File: config.mk
export PLATFORM = sky130hd
export DESIGN_NAME = clk_rst_seq
export DESIGN_NICKNAME = d
export VERILOG_FILES = /design/src/rtl/clk_rst_seq_pkg.sv /design/src/rtl/clk_rst_seq_sync_debounce.sv /design/src/rtl/clk_rst_seq.sv
export SDC_FILE = /design/constraint.sdc
export NUM_CORES = 1
export LEC_CHECK = 0
export ABC_AREA = 0
export BUFFER_PORTS_ARGS = -buffer_cell sky130_fd_sc_hd__buf_2
export CAP_MARGIN = 20
export CELL_PAD_IN_SITES_DETAIL_PLACEMENT = 1
export CELL_PAD_IN_SITES_GLOBAL_PLACEMENT = 1
export CORE_ASPECT_RATIO = 0.6
export CORE_UTILIZATION = 53
export CTS_BUF_LIST = sky130_fd_sc_hd__clkbuf_2 sky130_fd_sc_hd__clkbuf_4 sky130_fd_sc_hd__clkbuf_8
export DETAILED_ROUTE_END_ITERATION = 10
export HOLD_SLACK_MARGIN = 0.03
export PLACE_DENSITY_LB_ADDON = 0.1
export SYNTH_ARGS = -nofsm -noshare
export SYNTH_HDL_FRONTEND = slang
export SYNTH_SLANG_ARGS = --single-unit
File: constraint.sdc
create_clock -name clk -period 3 [get_ports clk]
set_input_delay 0.3 -clock clk [delete_from_list [all_inputs] [get_ports clk]]
set_output_delay 0.3 -clock clk [all_outputs]
set_load 0.005 [all_outputs]
File: src/rtl/clk_rst_seq_pkg.sv
// Shared types for the PLL reset sequencer: FSM state encoding and a saturating counter helper.
package clk_rst_seq_pkg;

    typedef enum logic [2:0] {
        WAIT_LOCK = 3'd0,
        STABLE    = 3'd1,
        PERIPH    = 3'd2,
        RUN       = 3'd3,
        SOFT      = 3'd4
    } seq_state_t;

    localparam int unsigned LOSS_W = 8;

    function automatic logic [LOSS_W-1:0] sat_inc(input logic [LOSS_W-1:0] v);
        return (v == '1) ? v : v + LOSS_W'(1);
    endfunction

endpackage

File: src/rtl/clk_rst_seq_sync_debounce.sv
// 2-FF synchronizer followed by a stable-count filter for a slow asynchronous level input.
module sync_debounce #(
    parameter int unsigned DEBOUNCE_CYC = 5000,
    parameter int unsigned CNT_W        = 16
) (
    input  logic i_clk,
    input  logic i_rst,
    input  logic i_d,
    output logic o_q
);

    logic             r_s1;
    logic             r_s2;
    logic             r_q;
    logic [CNT_W-1:0] r_cnt;
    logic             w_diff;
    logic             w_done;

    assign w_diff = (r_s2 != r_q);
    assign w_done = w_diff && (r_cnt == CNT_W'(DEBOUNCE_CYC - 1));

    always_ff @(posedge i_clk or posedge i_rst) begin
        if (i_rst) begin
            r_s1  <= 1'b0;
            r_s2  <= 1'b0;
            r_q   <= 1'b0;
            r_cnt <= '0;
        end else begin
            r_s1 <= i_d;
            r_s2 <= r_s1;
            if (w_done) begin
                r_q   <= r_s2;
                r_cnt <= '0;
            end else if (w_diff) begin
                r_cnt <= r_cnt + CNT_W'(1);
            end else begin
                r_cnt <= '0;
            end
        end
    end

    // New level is presented in the cycle the hold count completes, not one cycle later.
    assign o_q = w_done ? r_s2 : r_q;

endmodule

File: src/rtl/clk_rst_seq.sv
// PLL-lock driven reset sequencer: releases peripheral reset, then CPU reset, and re-asserts
// on lock loss, debounced button press or a CPU soft-reset request.
import clk_rst_seq_pkg::*;

module clk_rst_seq #(
    parameter int unsigned LOCK_STABLE_CYC = 1024,
    parameter int unsigned PERIPH_GAP_CYC  = 64,
    parameter int unsigned DEBOUNCE_CYC    = 5000,
    parameter int unsigned SOFT_RST_CYC    = 16,
    parameter int unsigned CNT_W           = 16
) (
    input  logic              clk,
    input  logic              rst,
    input  logic              pll_locked,
    input  logic              btn_rst,
    input  logic              soft_rst_req,
    output logic              rst_periph,
    output logic              rst_cpu,
    output logic              seq_ready,
    output logic [LOSS_W-1:0] lock_loss_cnt
);

    seq_state_t        r_state, w_state_n;
    logic [CNT_W-1:0]  r_cnt, w_cnt_n;
    logic [LOSS_W-1:0] r_loss, w_loss_n;
    logic              r_lk_s1, r_lk_s2;
    logic              r_rst_periph, r_rst_cpu, r_ready;
    logic              w_lk, w_bt;

    sync_debounce #(
        .DEBOUNCE_CYC(DEBOUNCE_CYC),
        .CNT_W       (CNT_W)
    ) u_btn_db (
        .i_clk(clk),
        .i_rst(rst),
        .i_d  (btn_rst),
        .o_q  (w_bt)
    );

    assign w_lk = r_lk_s2;

    always_ff @(posedge clk or posedge rst) begin
        if (rst) begin
            r_lk_s1      <= 1'b0;
            r_lk_s2      <= 1'b0;
            r_state      <= WAIT_LOCK;
            r_cnt        <= '0;
            r_loss       <= '0;
            r_rst_periph <= 1'b1;
            r_rst_cpu    <= 1'b1;
            r_ready      <= 1'b0;
        end else begin
            r_lk_s1      <= pll_locked;
            r_lk_s2      <= r_lk_s1;
            r_state      <= w_state_n;
            r_cnt        <= w_cnt_n;
            r_loss       <= w_loss_n;
            r_rst_periph <= (w_state_n == WAIT_LOCK) || (w_state_n == STABLE);
            r_rst_cpu    <= (w_state_n != RUN);
            r_ready      <= (w_state_n == RUN);
        end
    end

    // Only WAIT_LOCK can be occupied with lk low, so lk==0 elsewhere is always a lock loss.
    always_comb begin
        w_state_n = r_state;
        w_cnt_n   = r_cnt;
        w_loss_n  = r_loss;
        if ((r_state != WAIT_LOCK) && !w_lk) begin
            w_state_n = WAIT_LOCK;
            w_cnt_n   = '0;
            w_loss_n  = sat_inc(r_loss);
        end else if (w_bt) begin
            w_state_n = WAIT_LOCK;
            w_cnt_n   = '0;
        end else begin
            case (r_state)
                WAIT_LOCK: begin
                    w_cnt_n = '0;
                    if (w_lk) w_state_n = STABLE;
                end
                STABLE: begin
                    if (r_cnt == CNT_W'(LOCK_STABLE_CYC - 1)) begin
                        w_state_n = PERIPH;
                        w_cnt_n   = '0;
                    end else begin
                        w_cnt_n = r_cnt + CNT_W'(1);
                    end
                end
                PERIPH: begin
                    if (r_cnt == CNT_W'(PERIPH_GAP_CYC - 1)) begin
                        w_state_n = RUN;
                        w_cnt_n   = '0;
                    end else begin
                        w_cnt_n = r_cnt + CNT_W'(1);
                    end
                end
                RUN: begin
                    if (soft_rst_req) begin
                        w_state_n = SOFT;
                        w_cnt_n   = '0;
                    end
                end
                SOFT: begin
                    if (r_cnt == CNT_W'(SOFT_RST_CYC - 1)) begin
                        w_state_n = RUN;
                        w_cnt_n   = '0;
                    end else begin
                        w_cnt_n = r_cnt + CNT_W'(1);
                    end
                end
                default: begin
                    w_state_n = WAIT_LOCK;
                    w_cnt_n   = '0;
                end
            endcase
        end
    end

    assign rst_periph    = r_rst_periph;
    assign rst_cpu       = r_rst_cpu;
    assign seq_ready     = r_ready;
    assign lock_loss_cnt = r_loss;

endmodule
== Word-level counts from Yosys, hierarchy flattened ==
Index checks and enable logic that the tools add are counted.
Word-level totals
  bits in registers: 51
  bits of input ports: 5
  output and inout bits: 11
  word-level logic and storage cells: 56
Cells by class
  add/sub/neg operators: 3
  equality and inequality tests: 14
  mux-type cells: 18
  bitwise logic cells: 1
  reduce and logical (&&, ||, !) cells: 8
Operators with widths (number)
  $mux 16: 8
  $pmux 16 s4: 1
  $add 16x1->16 const B: 2
  $mux 3: 7
  $eq 16x10->1 const B: 1
  $eq 16x13->1 const B: 1
  $eq 16x4->1 const B: 1
  $eq 16x6->1 const B: 1
  $pmux 3 s5: 1
  $eq 3x2->1 const B: 3
  $add 8x1->8 const B: 1
  $eq 8x8->1 const B: 1
  $eq 3x1->1 const B: 2
  $logic_not 3->1: 2
  $ne 4x3->1 const B: 1
  $eq 3x3->1 const B: 1
  $ne 3x2->1 const B: 1
  $reduce_bool 3->1: 1
  $logic_and 1x1->1: 2
  $reduce_and 2->1: 1
  $logic_not 1->1: 1
  $logic_or 1x1->1: 1
  $mux 1: 1
  $ne 1x1->1: 1
  $not 1->1: 1

== Depth between registers and ports, before layout ==
Gate-level depths: netlist of run 1.
  depth in word-level cells: 7
  mapped depth: 9
  gate-level depth less buffers: 7

== Hierarchy ==
A second synthesis of run 1 with hierarchy kept.
Second synthesis, totals
  cell total of the unflattened synthesis: 257
  area, all modules: 2582.5 um^2
By module, submodules not included
  clk_rst_seq: instances 1, cells each 173, area each 1697.9 um^2, seq. area each 803.3 um^2
  sync_debounce: instances 1, cells each 84, area each 884.6 um^2, seq. area each 475.5 um^2

== Worst setup path after synthesis of run 1 ==
OpenSTA, ideal clock, no wires.
  path type: register -> register
  start: register u_btn_db.r_cnt[0]
  end: register r_cnt[12]
  setup time: 0.069 ns
  arrival: 1.963 ns
  required time: 2.931 ns
  path slack: 0.968 ns
  cell stages (with the launch flop): 8
  cell sequence: dfrtp_1 > ha_1 > nor3b_2 > and4_2 > a211oi_4 > o21ai_2 > or4_1 > nand3_1
Between the ends
  cells in the longest elaborated chain, start to end: 5
  elaborated cells on any way between the ends: 6
RTL lines
  start: declaration: line clk_rst_seq_sync_debounce.sv:15  | logic [CNT_W-1:0] r_cnt;
  start signal: assignment: line clk_rst_seq_sync_debounce.sv:35  | r_cnt <= r_cnt + CNT_W'(1);
  $eq 16x13->1 (*): line clk_rst_seq_sync_debounce.sv:20  | assign w_done = w_diff && (r_cnt == CNT_W'(DEBOUNCE_CYC - 1));
  $logic_and 1x1->1 (*): line clk_rst_seq_sync_debounce.sv:20
  $mux 1 (*): line clk_rst_seq_sync_debounce.sv:43  | assign o_q = w_done ? r_s2 : r_q;
  $mux 16: line clk_rst_seq.sv:73  | end else if (w_bt) begin
  $mux 16: line clk_rst_seq.sv:69  | if ((r_state != WAIT_LOCK) && !w_lk) begin
  end signal: assignment: line clk_rst_seq.sv:56  | r_cnt <= w_cnt_n;
  end: declaration: line clk_rst_seq.sv:24  | logic [CNT_W-1:0] r_cnt, w_cnt_n;
Every way passes the cells marked *; elsewhere a longest branch is shown, timed or not.
A chain may end at the register's enable or synchronous reset.

== Worst setup path in the final report of run 1 ==
  start: register r_cnt[0]
  end: register r_cnt[14]
Between the ends
  cells in the longest elaborated chain, start to end: 5
  elaborated cells on any way between the ends: 10
RTL lines
  $add 16x1->16 (tied with other cells): line clk_rst_seq.sv:87, clk_rst_seq.sv:95, clk_rst_seq.sv:109
  $mux 16, on equally long branches: line clk_rst_seq.sv:105, clk_rst_seq.sv:83, clk_rst_seq.sv:91
  $pmux 16 s4 (*): line clk_rst_seq.sv:77  | case (r_state)
  $mux 16 (*): line clk_rst_seq.sv:73
  $mux 16 (*): line clk_rst_seq.sv:69
Marked as above.

==> qor.yml, run 1 <==
placed_design:
  place.port_buffers: 15
  gp_congestion: 0.792
  detailed_place_hpwl_um: 4530
  place_inst: 341
grt:
  number_of_antenna_violations_at_the_first_check_in_global_routing: 0
  grt_first_pass_wirelength_um: 10900
  grt_overall_usage_pct: 27.2
  grt_util_met2_pct: 38.8
  grt_pass1_vias: 2090
  grt.overflow.total: 0
  grtUsageMet3_pct: 5.07
  busiest_layer: "met1"
  grt_start_max_net_pins: 52
  grtUsageMet1_pct: 42.0
timing:
  drv_slew: 0
  rsz0062_at_grt: "no"
  hold_viol: 0
  layout_min_cycle_time_ps: 2510
  clock.fmax_ghz: 0.398
  worst_slew_margin_rel_pct: 55.1
  final_setup_violating_endpoints: 0
  timing_worst_slew_pin_value_ps: 672
  finClkSkew_ps: 15.2
  finalCritPeriodShare_pct: 83.8
  setup-tns-final_ps: 0
yosys:
  synth-edff-count: 0
  postSynth.topFlopCell: "sky130_fd_sc_hd__dfrtp_1"
  synth.top_cell.area_share_pct: 45.7
  synth.cell_area_um2: 2690
  synthCells: 272
  yosys_warnings: 0
  syn-num-nets: 280
  ys_seq_area_share_pct: 47.6
  netlist.top_cell.by_area: "sky130_fd_sc_hd__dfrtp_1"
  synth_area_per_cell_um2: 9.87
  synth.top_cells.by_area: "sky130_fd_sc_hd__dfrtp_1 (46%), sky130_fd_sc_hd__nor2_1 (4.6%), sky130_fd_sc_hd__nand3_1 (4.5%)"
  ys_types: 56
  ys_ff_latch: 51
  async_flop_share_pct: 100
route:
  drtIter0Drc: 128
  routed_via_density: 5.97
  post-route-drc-count: 0
  dr.pass1.iters: 4
  via_count: 2095
  drt.antenna.violating_nets: 0
  route.detailed.wl_per_inst_um: 18.4
  routed_wirelength_um: 6450
clock_network:
  post-cts-setup-buffers: 0
  cts-resized-gates: 0
  numCtsBuffers: 5
  clock_path_buffers: 2
  tritoncts_num_sinks: 51
  clk_lat_worst_skew_ps: 310
  ctsRootBufferMaster: "sky130_fd_sc_hd__clkbuf_8"
  cts_tree: "done"
  clock_edge_transition_at_the_registers_on_the_reported_setup_and_hold_paths_ps: 100
  cts.htree.levels: 2
layout:
  finalCoreUtilization_pct: 61.8
  antenna_cells_inserted: 0
  design.final.nets: 295
  total_area_of_multi_input_combinational_cells_um2: 1310
  layout-drive-gt1-share_pct: 15.6
  fillers: 531
  final_cell_count_no_fill: 351
  area_growth_from_synthesis_to_final_layout_pct: 8.34
  area.sequential_um2: 1280
  layout.cells.most_common_list: "sky130_fd_sc_hd__dfrtp_1 (49), sky130_fd_sc_hd__nor2_1 (33), sky130_fd_sc_hd__nand2_1 (27), sky130_fd_sc_hd__nand3_1 (24), sky130_fd_sc_hd__buf_2 (15)"
  most_common_library_cell_in_the_layout_ignoring_fill_and_taps: "sky130_fd_sc_hd__dfrtp_1"
critical_path:
  critical_path.startpoint_type: "flip-flop"
  worst_path_required_time_ps: 3190
  critical_path_arrival_ps: 2700
  cp_max_fo: 14
  critPathCaptureType: "flip-flop"
  worstSetupPathType: "reg -> reg"
power:
  static-leakage-power_nw: 1.27
  p_per_area_nw_per_um2: 501
  ir_drop_v: 0.000427
hold_path:
  worst_hold_path_class: "in -> reg"
run:
  max_cap_viols: 0
die:
  floorplan.io_pins: 16
  die_width_um: 93.9
  initial_core_util_pct: 57.0
  rows: 19
  floorplan.die.height_um: 57.1
  core_area_um2: 4710
  die-area_um2: 5360
run_status:
  status: "finished clean"
metrics by stage:
stage	setup slack (ps)	total power, mW	area (um^2)	hold slack [ps]
after floorplan	968	0.953	2690	331
after global placement	683	1.02	2780	338
after detailed placement	589	1.03	2780	342
after CTS	484	1.47	2880	75.8
after global routing	381	1.53	2910	67.0
final	487	1.46	2910	82.4
logic make-up (layout without fill, tap and decap cells):
| group | after synthesis | in the layout | share of synthesized area [%] |
|---|---|---|---|
| flops | 51 | 51 | 47.6 |
| mux | 3 | 3 | 1.16 |
| buf+inv | 17 | 33 | 3.77 |
| simple gates | 141 | 141 | 29.0 |
| xor+xnor | 22 | 22 | 7.18 |
| fa+ha+maj | 3 | 3 | 1.40 |
| compound gates | 35 | 35 | 9.88 |
critical path, cell delays in order, from the launching register on:
cell and delay, ps:
sky130_fd_sc_hd__dfrtp_1 430, sky130_fd_sc_hd__ha_1 260, sky130_fd_sc_hd__and3_1 360, sky130_fd_sc_hd__nand3_4 140, sky130_fd_sc_hd__a211o_1 360, sky130_fd_sc_hd__o21ai_2 470, sky130_fd_sc_hd__nor2_1 110, sky130_fd_sc_hd__a221o_1 270
layout make-up:
cell class | instances | share of cell area [%]
inverters | 6 | 0.774
well taps | 63 | 2.71
clock inverters | 1 | 0.301
clock buffers | 7 | 3.10
flip-flops and latches | 51 | 44.0
multi-input cells | 204 | 45.0
repair buffers | 19 | 4.13
synthesized netlist by cell type (4+ instances only):
| cell type | count |
|---|---|
| sky130_fd_sc_hd__or3_1 | 5 |
| sky130_fd_sc_hd__buf_6 | 4 |
| sky130_fd_sc_hd__a21oi_1 | 8 |
| sky130_fd_sc_hd__dfrtp_1 | 49 |
| sky130_fd_sc_hd__nand4_1 | 5 |
| sky130_fd_sc_hd__o21ai_1 | 6 |
| sky130_fd_sc_hd__nand2_1 | 27 |
| sky130_fd_sc_hd__nor2_1 | 33 |
| sky130_fd_sc_hd__nand3_1 | 24 |
| sky130_fd_sc_hd__inv_1 | 6 |
| sky130_fd_sc_hd__xor2_1 | 11 |
| sky130_fd_sc_hd__nand2b_1 | 4 |
| sky130_fd_sc_hd__nor3_1 | 7 |
| sky130_fd_sc_hd__and3_1 | 7 |
| sky130_fd_sc_hd__a21o_1 | 5 |
| sky130_fd_sc_hd__xnor2_1 | 11 |
state kept, by name, indices dropped and copies added (netlist names):
register        cells
u_btn_db.r_q        1
seq_ready           1
u_btn_db.r_s2       1
r_cnt              16
rst_cpu             1
u_btn_db.r_s1       1
r_lk_s1             1
r_state             3
rst_periph          1
u_btn_db.r_cnt     16
r_lk_s2             1
lock_loss_cnt       8
where the power goes:
group	total, mW	switching [mW]	internal [mW]
Combinational	0.213	0.111	0.102
Sequential	0.813	0.0704	0.742
Clock	0.433	0.235	0.199
per-layer routing:
metal  wire, um  vias up
met5          0        -
met4         98        0
met3        245        8
met2       2640       46
met1       3460     1052
li1           -      989
path summary, 6_finish.rpt:
kind | startpoint | cells past startpoint | endpoint | slack [ps]
min in group asynchronous | rst | 3 | r_cnt[8] | 420
hold reg to reg | u_btn_db.r_s1 | 0 | u_btn_db.r_s2 | 360
setup / recovery | r_cnt[0] | 7 | r_cnt[14] | 490
max in group asynchronous | rst | 4 | rst_cpu | 2010
setup reg to reg | r_cnt[0] | 7 | r_cnt[14] | 490
hold / removal | pll_locked | 1 | r_lk_s1 | 80
repair_timing:
item / 4_1_cts / 5_1_grt
endpoints found under the hold margin: 0 / 7
hold buffers: 0 / 1
endpoints found under the setup margin: 0 / 0
Note: power is estimated with default switching activity, not from simulation.
==> inputs of run 2 (changes only) <==
- CORE_UTILIZATION: 53 -> 45
- clock period: 3 -> 2.1 ns (I/O delays scaled with it)
==> qor.yml, run 2 (synthesis gave the netlist of run 1 again) <==
timing:
  final_setup_violating_endpoints: 3  # was 0
  layout_min_cycle_time_ps: 2150  # was 2510 ps
  fin_worst_setup_slack_ps: -52.5  # was 487 ps
  finalCritPeriodShare_pct: 102  # was 83.8%
  clock.fmax_ghz: 0.465  # was 0.398 GHz
  rsz0062_at_grt: "yes"  # was no
  worst_slew_margin_rel_pct: 61.2  # was 55.1%
  timing_worst_slew_pin_value_ps: 582  # was 672 ps
  finClkSkew_ps: 12.9  # was 15.2 ps
  hold_viol: 0  # unchanged
  setup-tns-final_ps: -97.8  # was 0 ps
  drv_slew: 0  # unchanged
hold_path:
  min_path_cells: 3  # was 1
  worst_hold_path_class: "in -> reg"  # unchanged
  timing.hold.worst.start: "soft_rst_req"  # was pll_locked
  hold-path-endpoint: "r_state[2]"  # was r_lk_s1
grt:
  grt_first_pass_wirelength_um: 12100  # was 10900 um
  grt_overall_usage_pct: 25.9  # was 27.2%
  grt_start_max_net_pins: 29  # was 52
  grt.overflow.total: 0  # unchanged
  number_of_antenna_violations_at_the_first_check_in_global_routing: 0  # unchanged
  grt_pass1_vias: 2357  # was 2090
power:
  p_int_mw: 1.55  # was 1.04 mW
  total_power_draw_mw: 2.20  # was 1.46 mW
  power_frac_clock_pct: 27.0  # was 29.7%
  p_per_area_nw_per_um2: 620  # was 501 nW/um^2
  ir_drop_v: 0.000498  # was 0.000427 V
  comb_power_share_pct: 20.4  # was 14.6%
  seq_power_share_pct: 52.6  # was 55.7%
  static-leakage-power_nw: 1.60  # was 1.27 nW
  netSwitchingFraction_pct: 29.4  # was 28.5%
  net-switching-power_uw: 646  # was 416 uW
critical_path:
  worstSetupPathType: "reg -> reg"  # unchanged
  worst_setup_path_startpoint: "u_btn_db.r_cnt[10]"  # was r_cnt[0]
  r2r-start: "u_btn_db.r_cnt[10]"  # was r_cnt[0]
  worstPathCellList: "nor4b_4, a41oi_2, buf_4, a211oi_4, buf_12, nor2_4, mux2i_1, o21ai_1"  # was ha_1, and3_1, nand3_4, a211o_1, o21ai_2, nor2_1, a221o_1
  regToRegSetupSlack_ps: -50  # was 490 ps
  worst_path_required_time_ps: 2270  # was 3190 ps
  worst_reg_to_reg_cells: 8  # was 7
  critical-path-max-stage-delay_ps: 420  # was 470 ps
  critPathCaptureType: "flip-flop"  # unchanged
  critical_path.startpoint_type: "flip-flop"  # unchanged
  capture_instance_of_the_worst_register_to_register_path: "r_cnt[4]"  # was r_cnt[14]
  critPathBufInv: 2  # was 0
  timing.critical_path.slowest_stage_cell: "sky130_fd_sc_hd__dfrtp_1"  # was sky130_fd_sc_hd__o21ai_2
  cp_max_fo: 6  # was 14
  critical_path_arrival_ps: 2320  # was 2700 ps
  crit_family: "compound AO/OA/AOI/OAI gates"  # unchanged
die:
  die_width_um: 102  # was 93.9 um
  core_area_um2: 5650  # was 4710 um^2
  initial_core_util_pct: 47.5  # was 57.0%
  die-area_um2: 6290  # was 5360 um^2
  floorplan.io_pins: 16  # unchanged
  rows: 21  # was 19
  floorplan.die.height_um: 61.8  # was 57.1 um
layout:
  area_growth_from_synthesis_to_final_layout_pct: 32.0  # was 8.34%
  antenna_cells_inserted: 0  # unchanged
  layout-drive-gt1-share_pct: 35.9  # was 15.6%
  layout.cells.most_common_list: "sky130_fd_sc_hd__buf_4 (57), sky130_fd_sc_hd__dfrtp_1 (44), sky130_fd_sc_hd__nor2_1 (32), sky130_fd_sc_hd__nand2_1 (27), sky130_fd_sc_hd__nand3_1 (24)"  # was sky130_fd_sc_hd__dfrtp_1 (49), sky130_fd_sc_hd__nor2_1 (33), sky130_fd_sc_hd__nand2_1 (27), sky130_fd_sc_hd__nand3_1 (24), sky130_fd_sc_hd__buf_2 (15)
  final_cell_count_no_fill: 428  # was 351
  design.final.nets: 355  # was 295
  finalCoreUtilization_pct: 62.7  # was 61.8%
  fillers: 629  # was 531
  most_common_library_cell_in_the_layout_ignoring_fill_and_taps: "sky130_fd_sc_hd__buf_4"  # was sky130_fd_sc_hd__dfrtp_1
run:
  max_cap_viols: 0  # unchanged
route:
  route.detailed.wl_per_inst_um: 19.0  # was 18.4 um
  post-route-drc-count: 0  # unchanged
  drtIter0Drc: 141  # was 128
  dr.pass1.iters: 4  # unchanged
  via_count: 2409  # was 2095
  routed_wirelength_um: 8130  # was 6450 um
  routed_via_density: 5.63  # was 5.97
  drt.antenna.violating_nets: 0  # unchanged
clock_network:
  clock_path_buffers: 2  # unchanged
  tritoncts_num_sinks: 51  # unchanged
  clk_lat_worst_skew_ps: 310  # about the same
  cts_tree: "done"  # unchanged
  ctsRootBufferMaster: "sky130_fd_sc_hd__clkbuf_8"  # unchanged
  numCtsBuffers: 5  # unchanged
  cts.htree.levels: 2  # unchanged
  clock_edge_transition_at_the_registers_on_the_reported_setup_and_hold_paths_ps: 90  # was 100 ps
run_status:
  violations: "setup timing"
  status: "finished, violations left"  # was finished clean
placed_design:
  gp_congestion: 0.804  # was 0.792
  preCtsSetupSlack_ps: -130  # was 589 ps
  place.port_buffers: 15  # unchanged
  detailed_place_hpwl_um: 5340  # was 4530 um
  place_inst: 403  # was 341
run 2: per-layer routing:
| layer | vias to the layer above | share of wire (%) | GRT usage [%] |
|---|---|---|---|
| met2 | 78 | 45 | 39.1 |
| li1 | 1108 | - | - |
| met1 | 1213 | 49 | 38.5 |
| met3 | 10 | 5.4 | 6.04 |
| met4 | 0 | 0.79 | 4.97 |
| met5 | - | 0 | 0 |
run 2: per-stage QoR:
stage | area, um^2 | hold slack [ps]
global placement | 3150 | 305
detailed placement | 3150 | 314
finish | 3540 | 280
global route | 3540 | 284
floorplan | 2690 | 241
CTS | 3370 | 246
run 2: final cells by class:
cell class | instances | area, um^2 | area share, %
inverters | 6 | 22.5 | 0.635
multi-input cells | 204 | 1450 | 40.8
repair buffers | 79 | 601 | 16.9
clock inverters | 1 | 5.00 | 0.141
flip-flops and latches | 51 | 1280 | 36.3
well taps | 80 | 100 | 2.82
clock buffers | 7 | 83.8 | 2.36
run 2: power by group through the flow:
stage               clock network (mW)  logic, mW  registers [mW]
floorplan                            0      0.204            1.16
global placement                     0      0.351            1.16
detailed placement                   0      0.375            1.17
CTS                              0.611      0.405            1.15
global route                     0.638      0.488            1.17
finish                           0.594      0.448            1.16
run 2: how the worst max path moves through the flow:
stage                           end  slack (ps)  depth (start not counted)
final                      r_cnt[4]         -50                          8
after global routing       r_cnt[4]        -120                          8
after CTS                 r_cnt[14]           1                          9
after detailed placement   r_cnt[8]        -130                          9
after global placement     r_cnt[8]         -30                          9
after floorplan           r_cnt[12]          70                          7
run 2: worst min-delay path: stages:
cell,delay [ps]
sky130_fd_sc_hd__buf_2,130
sky130_fd_sc_hd__nand4b_1,100
sky130_fd_sc_hd__a21oi_1,100
run 2: what timing repair did:
action | in CTS | in global routing
pin swaps | 2 | 8
setup buffers | 6 | 8
gates resized for setup | 16 | 19
hold endpoints to repair | 26 | 0
hold buffers | 3 | 0
setup endpoints to repair | 16 | 16
cloned | 0 | 1
